--- config.mk ---
export PLATFORM = sky130hd
export DESIGN_NAME = crg_switch_ctrl_flat
export DESIGN_NICKNAME = d
export VERILOG_FILES = /design/src/rtl/crg_switch_ctrl_if.sv /design/src/rtl/crg_switch_ctrl.sv /design/src/flat_wrapper.sv
export SDC_FILE = /design/constraint.sdc
export NUM_CORES = 1
export LEC_CHECK = 0
export CORE_ASPECT_RATIO = 0.5
export CORE_MARGIN = 2
export CORE_UTILIZATION = 29
export CTS_BUF_LIST = sky130_fd_sc_hd__clkbuf_2
export CTS_CLUSTER_SIZE = 30
export DETAILED_ROUTE_END_ITERATION = 12
export SYNTH_ARGS = -nofsm -noshare
export SYNTH_HDL_FRONTEND = slang
export SYNTH_SLANG_ARGS = --single-unit
--- constraint.sdc ---
create_clock -name ref_clk_i -period 1.66 [get_ports ref_clk_i]
set_input_delay 0.332 -clock ref_clk_i [delete_from_list [all_inputs] [get_ports ref_clk_i]]
set_output_delay 0.332 -clock ref_clk_i [all_outputs]
set_load 0.02 [all_outputs]
--- src/rtl/crg_switch_ctrl_if.sv ---
// Request handshake between the CRG control master and crg_switch_ctrl.
interface crg_switch_ctrl_if #(
  parameter int unsigned SEL_W = 2
);
  logic             req_valid_i;
  logic [SEL_W-1:0] req_sel_i;
  logic             req_ready_o;

  modport master (output req_valid_i, output req_sel_i, input req_ready_o);
  modport slave  (input req_valid_i, input req_sel_i, output req_ready_o);
endinterface

--- src/rtl/crg_switch_ctrl.sv ---
// CRG PLL-source switch sequencer: reset request, gate, switch select,
// settle, ungate, release. Runs in the always-on ref_clk domain.
module crg_switch_ctrl #(
  parameter int unsigned SEL_W       = 2,
  parameter int unsigned RESET_SEL   = 0,
  parameter int unsigned RST_HOLD    = 8,
  parameter int unsigned GATE_WAIT   = 4,
  parameter int unsigned SETTLE_WAIT = 16
) (
  input  logic                ref_clk_i,
  input  logic                rst_i,
  crg_switch_ctrl_if.slave    req,
  output logic [SEL_W-1:0]    sel_o,
  output logic                en_o,
  output logic                arst_req_o,
  output logic                busy_o,
  output logic                done_o
);

  localparam int unsigned MAX_A    = (RST_HOLD > GATE_WAIT) ? RST_HOLD : GATE_WAIT;
  localparam int unsigned MAX_WAIT = (MAX_A > SETTLE_WAIT) ? MAX_A : SETTLE_WAIT;
  localparam int unsigned CNT_W    = $clog2(MAX_WAIT + 1);

  localparam logic [CNT_W-1:0] RST_LD    = CNT_W'(RST_HOLD - 1);
  localparam logic [CNT_W-1:0] GATE_LD   = CNT_W'(GATE_WAIT - 1);
  localparam logic [CNT_W-1:0] SETTLE_LD = CNT_W'(SETTLE_WAIT - 1);
  localparam logic [SEL_W-1:0] SEL_RST   = SEL_W'(RESET_SEL);

  typedef enum logic [2:0] {
    IDLE,
    RST_ASSERT,
    GATE,
    SWITCH,
    UNGATE,
    RELEASE
  } state_t;

  state_t           state;
  logic [CNT_W-1:0] cnt;
  logic [SEL_W-1:0] target;

  // Handshake status is a pure decode of the registered state.
  assign req.req_ready_o = (state == IDLE);
  assign busy_o          = (state != IDLE);

  // Sequencer: each timed state loads cnt with its length-1 on entry and
  // leaves when cnt reaches 0; outputs change only on state entry.
  always_ff @(posedge ref_clk_i) begin
    if (rst_i) begin
      state      <= IDLE;
      cnt        <= '0;
      target     <= SEL_RST;
      sel_o      <= SEL_RST;
      en_o       <= 1'b1;
      arst_req_o <= 1'b0;
      done_o     <= 1'b0;
    end else begin
      done_o <= 1'b0;
      case (state)
        IDLE: begin
          if (req.req_valid_i) begin
            target <= req.req_sel_i;
            if (req.req_sel_i == sel_o) begin
              // Nothing to switch: complete immediately without touching en/arst.
              state  <= RELEASE;
              done_o <= 1'b1;
            end else begin
              state      <= RST_ASSERT;
              arst_req_o <= 1'b1;
              cnt        <= RST_LD;
            end
          end
        end
        RST_ASSERT: begin
          if (cnt == '0) begin
            state <= GATE;
            en_o  <= 1'b0;
            cnt   <= GATE_LD;
          end else begin
            cnt <= cnt - 1'b1;
          end
        end
        GATE: begin
          if (cnt == '0) begin
            state <= SWITCH;
            sel_o <= target;
            cnt   <= SETTLE_LD;
          end else begin
            cnt <= cnt - 1'b1;
          end
        end
        SWITCH: begin
          if (cnt == '0) begin
            state <= UNGATE;
            en_o  <= 1'b1;
            cnt   <= GATE_LD;
          end else begin
            cnt <= cnt - 1'b1;
          end
        end
        UNGATE: begin
          if (cnt == '0) begin
            state      <= RELEASE;
            arst_req_o <= 1'b0;
            done_o     <= 1'b1;
          end else begin
            cnt <= cnt - 1'b1;
          end
        end
        RELEASE: begin
          state <= IDLE;
        end
        default: begin
          state <= IDLE;
        end
      endcase
    end
  end

endmodule

--- src/flat_wrapper.sv ---
// flat-port wrapper written by rule: the top's interface ports become plain ports
module crg_switch_ctrl_flat 
#(
  parameter int unsigned SEL_W       = 2,
  parameter int unsigned RESET_SEL   = 0,
  parameter int unsigned RST_HOLD    = 8,
  parameter int unsigned GATE_WAIT   = 4,
  parameter int unsigned SETTLE_WAIT = 16
)
  (ref_clk_i, rst_i, sel_o, en_o, arst_req_o, busy_o, done_o, req_req_valid_i, req_req_sel_i, req_req_ready_o);
  crg_switch_ctrl_if #(.SEL_W(SEL_W)) req_i ();
  input  logic ref_clk_i;
  input  logic rst_i;
  output logic [SEL_W-1:0] sel_o;
  output logic en_o;
  output logic arst_req_o;
  output logic busy_o;
  output logic done_o;
  input wire logic [$bits(req_i.req_valid_i)-1:0] req_req_valid_i;
  input wire logic [$bits(req_i.req_sel_i)-1:0] req_req_sel_i;
  output wire logic [$bits(req_i.req_ready_o)-1:0] req_req_ready_o;
  assign req_i.req_valid_i = req_req_valid_i;
  assign req_i.req_sel_i = req_req_sel_i;
  assign req_req_ready_o = req_i.req_ready_o;
  crg_switch_ctrl #(.SEL_W(SEL_W), .RESET_SEL(RESET_SEL), .RST_HOLD(RST_HOLD), .GATE_WAIT(GATE_WAIT), .SETTLE_WAIT(SETTLE_WAIT)) u_core (.ref_clk_i(ref_clk_i), .rst_i(rst_i), .req(req_i), .sel_o(sel_o), .en_o(en_o), .arst_req_o(arst_req_o), .busy_o(busy_o), .done_o(done_o));
endmodule
**Word level (Yosys, flattened, before mapping)**

Cells that the tools add are included.

- Memories: 0
- Logic and storage cells: 56
- ROM bits: 0
- Latch bits: 0
- Output and inout bits: 7
- Register bits after elaboration: 15
- RAM bits: 0

- Equal/unequal tests: 12
- Shift-type cells: 0
- $add $sub $neg: 1
- Multipliers: 0
- Bitwise operators: 0
- Reduce and logical (&&, ||, !) cells: 13
- Multiplexer cells: 23
- Divide/modulo/power cells: 0
- $lt $le $gt $ge: 0

Operators by type and width:

| operator | count |
|---|---|
| $mux 5 | 5 |
| $pmux 5 s4 | 1 |
| $mux 3 | 6 |
| $pmux 3 s5 | 1 |
| $ne 2x1->1 const B | 4 |
| $reduce_and 4->1 | 2 |
| $mux 1 | 7 |
| $eq 3x2->1 const B | 2 |
| $ne 2x2->1 const B | 3 |
| $pmux 1 s2 | 3 |
| $logic_not 5->1 | 1 |
| $reduce_and 5->1 | 1 |
| $sub 5x1->5 const B | 1 |
| $reduce_and 2->1 | 2 |
| $reduce_bool 2->1 | 2 |
| $reduce_bool 4->1 | 1 |
| $eq 3x1->1 const B | 1 |
| $eq 3x3->1 const B | 1 |
| $logic_not 3->1 | 1 |
| $reduce_and 3->1 | 1 |
| $reduce_bool 3->1 | 1 |
| $eq 2x2->1 | 1 |
| $reduce_or 2->1 | 1 |

**Depth between registers and ports, before layout**

- Depth in word-level cells: 4
- Mapped depth: 8
- Mapped depth without buffers: 7

**Worst setup path before layout**

No wires, ideal clock.

- Kind: register -> register
- Start point: register u_core.state[1]
- End point: register u_core.cnt[3]
- Path buffers: 2
- Cell stages (with the launch flop): 7
- Data required time: 1541 ps
- Data arrival time: 1744 ps
- Path slack: -202 ps
- Clock period less this slack: 1862 ps
- Path through: dfxtp_1 > buf_6 > or2_2 > clkbuf_1 > nor2_1 > inv_1 > o221a_1

- Elaborated cells on any way between the ends: 12
- Those cells by class: eq/ne: 7; mux: 1; reduce/logical: 4

RTL lines:

| what | line | source |
|---|---|---|
| start: declaration | crg_switch_ctrl.sv:38 | `state_t state;` |
| start signal: assignment | crg_switch_ctrl.sv:50 | `state <= IDLE;` |
| start signal: assignment | crg_switch_ctrl.sv:65 | `state <= RELEASE;` |
| start signal: assignment | crg_switch_ctrl.sv:68 | `state <= RST_ASSERT;` |
| $logic_not 3->1 * | n/a |  |
| net req_req_ready_o | flat_wrapper.sv:21 | `output wire logic [$bits(req_i.req_ready_o)-1:0] req_req_ready_o;` |
| $reduce_bool 4->1 (no line) / $ne 2x2->1 (equally long branches) | n/a |  |
| $reduce_and 4->1 (no line) | n/a |  |
| end signal: assignment | crg_switch_ctrl.sv:80 | `cnt <= cnt - 1'b1;` |
| end signal: assignment | crg_switch_ctrl.sv:89 | `cnt <= cnt - 1'b1;` |
| end signal: assignment | crg_switch_ctrl.sv:98 | `cnt <= cnt - 1'b1;` |
| end: declaration | crg_switch_ctrl.sv:39 | `logic [CNT_W-1:0] cnt;` |

Mark *: on every way through the listed nets, which the timed path passes. The rest lies on a longest branch.
A chain may end at the register's enable or synchronous reset.

**Worst setup path after layout**

- Start point: register u_core.cnt[0]
- End point: register u_core.cnt[3]

- Cells in the longest elaborated chain, start to end: 3
- Elaborated cells on any way between the ends: 8
- Those cells by class: add/sub: 1; eq/ne: 1; mux: 4; reduce/logical: 2

Ends and longest elaborated chain:

| what | line | source |
|---|---|---|
| $sub 5x1->5 / $logic_not 5->1 (equally long branches) | n/a |  |
| $mux 5, or another cell as far along | crg_switch_ctrl.sv:102 | `if (cnt == '0) begin` |
| $pmux 5 s4 / $reduce_and 4->1 (equally long branches) | n/a |  |

Several ways; a longest one is shown, not always the timed one. The select of a mux whose other input is x is not followed.

==> results.py <==
metrics = {
    "outcome": {
        "status": "finished, violations left",
        "violations": "negative setup slack",
    },
    "detailed_routing": {
        "drtPass1Iterations": 4,
        "ant_nets": 0,
        "routed_wl_um": 2310,
        "wl_per_cell_um": 12.2,
        "routed-via-count": 911,
        "drc": 0,
        "drt_iter0_markers": 79,
        "viasPerCell": 4.82,
    },
    "synth": {
        "synth_compound_area_share_pct": 23.9,
        "synth_simple_gate_area_share_pct": 24.3,
        "ys_ff_latch": 15,
        "synth_area_per_cell_um2": 8.16,
        "netlist_area_um2": 890,
        "yosysTopAreaCell": "dfxtp_1",
        "netlist_top_cells_count": "dfxtp_1 (15), nor2_1 (14), a21oi_1 (9), o21ai_0 (9)",
        "synth-adder-area-share_pct": 2.81,
        "synth_cell_types": 35,
        "synthTopCellsByArea": "dfxtp_1 (34%), nor2_1 (5.9%), a21oi_1 (5.1%)",
        "synth_top_family_by_area": "simple AND/OR/NAND/NOR gates",
        "synthArstFlopShare_pct": 0,
        "muxShareOfSynthArea_pct": 2.25,
        "synth_cells": 109,
        "synth_xor_area_share_pct": 4.92,
        "yosys_warnings": 0,
        "synth_top_area_share_pct": 33.8,
        "ys.flop_type": "dfxtp_1",
        "yosysMostFrequentCell": "dfxtp_1",
        "mappedNetlistNets": 116,
        "yosysSeqAreaShare_pct": 33.8,
        "synth_edf_count": 0,
    },
    "worst_setup_path": {
        "cp_max_fo": 5,
        "arrival_ns": 2.02,
        "crit_type": "reg -> reg",
        "start_kind": "flop",
        "cp.required_ns": 1.91,
        "worst_setup_path_end_kind": "flop",
    },
    "floorplan": {
        "die_h_um": 43.2,
        "die_area_um2": 3550,
        "io_pins": 12,
        "core_area_um2": 2960,
        "placementRows": 14,
        "die_width_um": 82.3,
        "start_util_pct": 30.1,
    },
    "timing": {
        "setup_ws_ns": -0.117,
        "setup_viol": 7,
        "whs_ns": 0.495,
        "final_max_slew_viol_count": 0,
        "skew_ns": 0.00177,
        "hold_viol_final": 0,
        "slew_headroom_pct": 70.8,
        "rsz0062_at_grt": "yes",
        "fin_crit_ns": 1.78,
        "max_freq_mhz": 563,
        "min_period_over_period_pct": 107,
        "tightest_slew_ns": 0.437,
        "fin_setup_tns_ns": -0.521,
    },
    "clocking": {
        "cts_tree": "done",
        "clk_path_buf_depth": 2,
        "postCtsHoldBufs": 0,
        "cts.clk_slew.worst_paths_ns": 0.15,
        "clockRootBuffer": "clkbuf_2",
        "cts_buffers": 3,
        "cts_max_level": 1,
        "clk_latency_ns": 0.29,
        "numClockSinks": 15,
    },
    "global_routing": {
        "grt_overflow": 0,
        "grt_max_degree": 15,
        "grt_usage_pct": 14.3,
        "grt_pass1_vias": 856,
        "grt_pass1_wl_um": 3770,
        "grt_antenna_before_repair": 0,
    },
    "power_and_ir_drop": {
        "p_per_area_nw_per_um2": 1360,
        "ir_drop_v": 0.000398,
        "power.leakage_uw": 0.000565,
    },
    "cells_and_area": {
        "drive_above_1_share_pct": 38.9,
        "multi_input_area_um2": 604,
        "num_antenna_cells": 0,
        "area_growth_pct": 50.6,
        "fillers": 286,
        "num-nets-final": 157,
        "final-seq-area_um2": 304,
        "stdcell_count": 189,
        "final_util_pct": 45.3,
    },
    "min_path": {
        "hold_class": "reg -> reg",
    },
    "placed_design": {
        "hpwl_um": 1710,
        "placed_cells": 179,
        "io_buffers": 11,
        "gp_congestion": 0.861,
        "place_ws_ns": -0.290,
    },
    "run": {
        "maxCapViolations": 0,
    },
}
## path summary, 6_finish.rpt
check,from,to,slack (ns),cells past startpoint
setup / recovery,u_core.cnt[0]$_SDFFE_PP0P_,u_core.cnt[3]$_SDFFE_PP0P_,-0.12,7
hold / removal,u_core.arst_req_o$_SDFFE_PP0P_,u_core.arst_req_o$_SDFFE_PP0P_,0.50,2
setup reg to reg,u_core.cnt[0]$_SDFFE_PP0P_,u_core.cnt[3]$_SDFFE_PP0P_,-0.12,7
hold reg to reg,u_core.arst_req_o$_SDFFE_PP0P_,u_core.arst_req_o$_SDFFE_PP0P_,0.50,2
## sequential cells by signal (all words and copies together), names as in the netlist
register           cells
u_core.sel_o           2
u_core.arst_req_o      1
u_core.cnt             5
u_core.en_o            1
u_core.target          2
u_core.state           3
u_core.done_o          1
## worst max-delay path: stages (launching register included)
cell,delay [ns]
dfxtp_2,0.35
inv_2,0.07
ha_4,0.13
or4b_4,0.52
nand3_4,0.14
o311ai_4,0.10
a211oi_2,0.22
o221a_1,0.20
## cell type report
| class | count | area share [%] |
|---|---|---|
| Tap cell | 40 | 3.73 |
| Sequential cell | 15 | 22.7 |
| Clock buffer | 3 | 1.12 |
| Timing Repair Buffer | 42 | 25.0 |
| Multi-Input combinational cell | 81 | 45.1 |
| Clock inverter | 1 | 0.373 |
| Inverter | 7 | 1.96 |
## per-layer routing
| metal | global-route usage [%] | vias to the layer above | routed length, µm |
|---|---|---|---|
| met2 | 23.2 | 21 | 1090 |
| li1 | - | 472 | - |
| met1 | 18.0 | 416 | 1100 |
| met3 | 5.11 | 2 | 98 |
| met5 | 0 | - | 0 |
| met4 | 3.67 | 0 | 14 |
## power breakdown
| part | switching (µW) | internal (µW) |
|---|---|---|
| Clock | 123 | 54.5 |
| Sequential | 49.4 | 432 |
| Combinational | 554 | 615 |
| Total | 727 | 1100 |
## kinds of logic after synthesis
logic type / Yosys count
flops: 15
mux: 2
buf+inv: 13
compound gates: 31
simple gates: 41
fa+ha+maj: 2
xor+xnor: 5
## per-stage QoR
step / area [µm²] / total power [µW]
final: 1340 / 1830
after CTS: 1260 / 1690
after global placement: 1230 / 1480
after detailed placement: 1230 / 1490
after global routing: 1340 / 1970
after floorplan: 923 / 1090
## repair_timing
item	CTS	global route
endpoints found under the setup margin	10	16
gates resized for setup	14	12
pin swaps	1	7
setup buffers	1	5
## cell usage in the layout, fill, tap and decap left out, types with 3 or more instances in the layout
cell,n
inv_1,4
xor2_1,3
o21ai_0,8
buf_4,31
clkbuf_2,3
nand2_1,6
dfxtp_2,3
nand3_1,4
dfxtp_1,12
a21oi_1,8
clkdlybuf4s50_1,5
nor3_1,6
nor2_1,10
No activity file was read; power rests on OpenSTA's default activity.
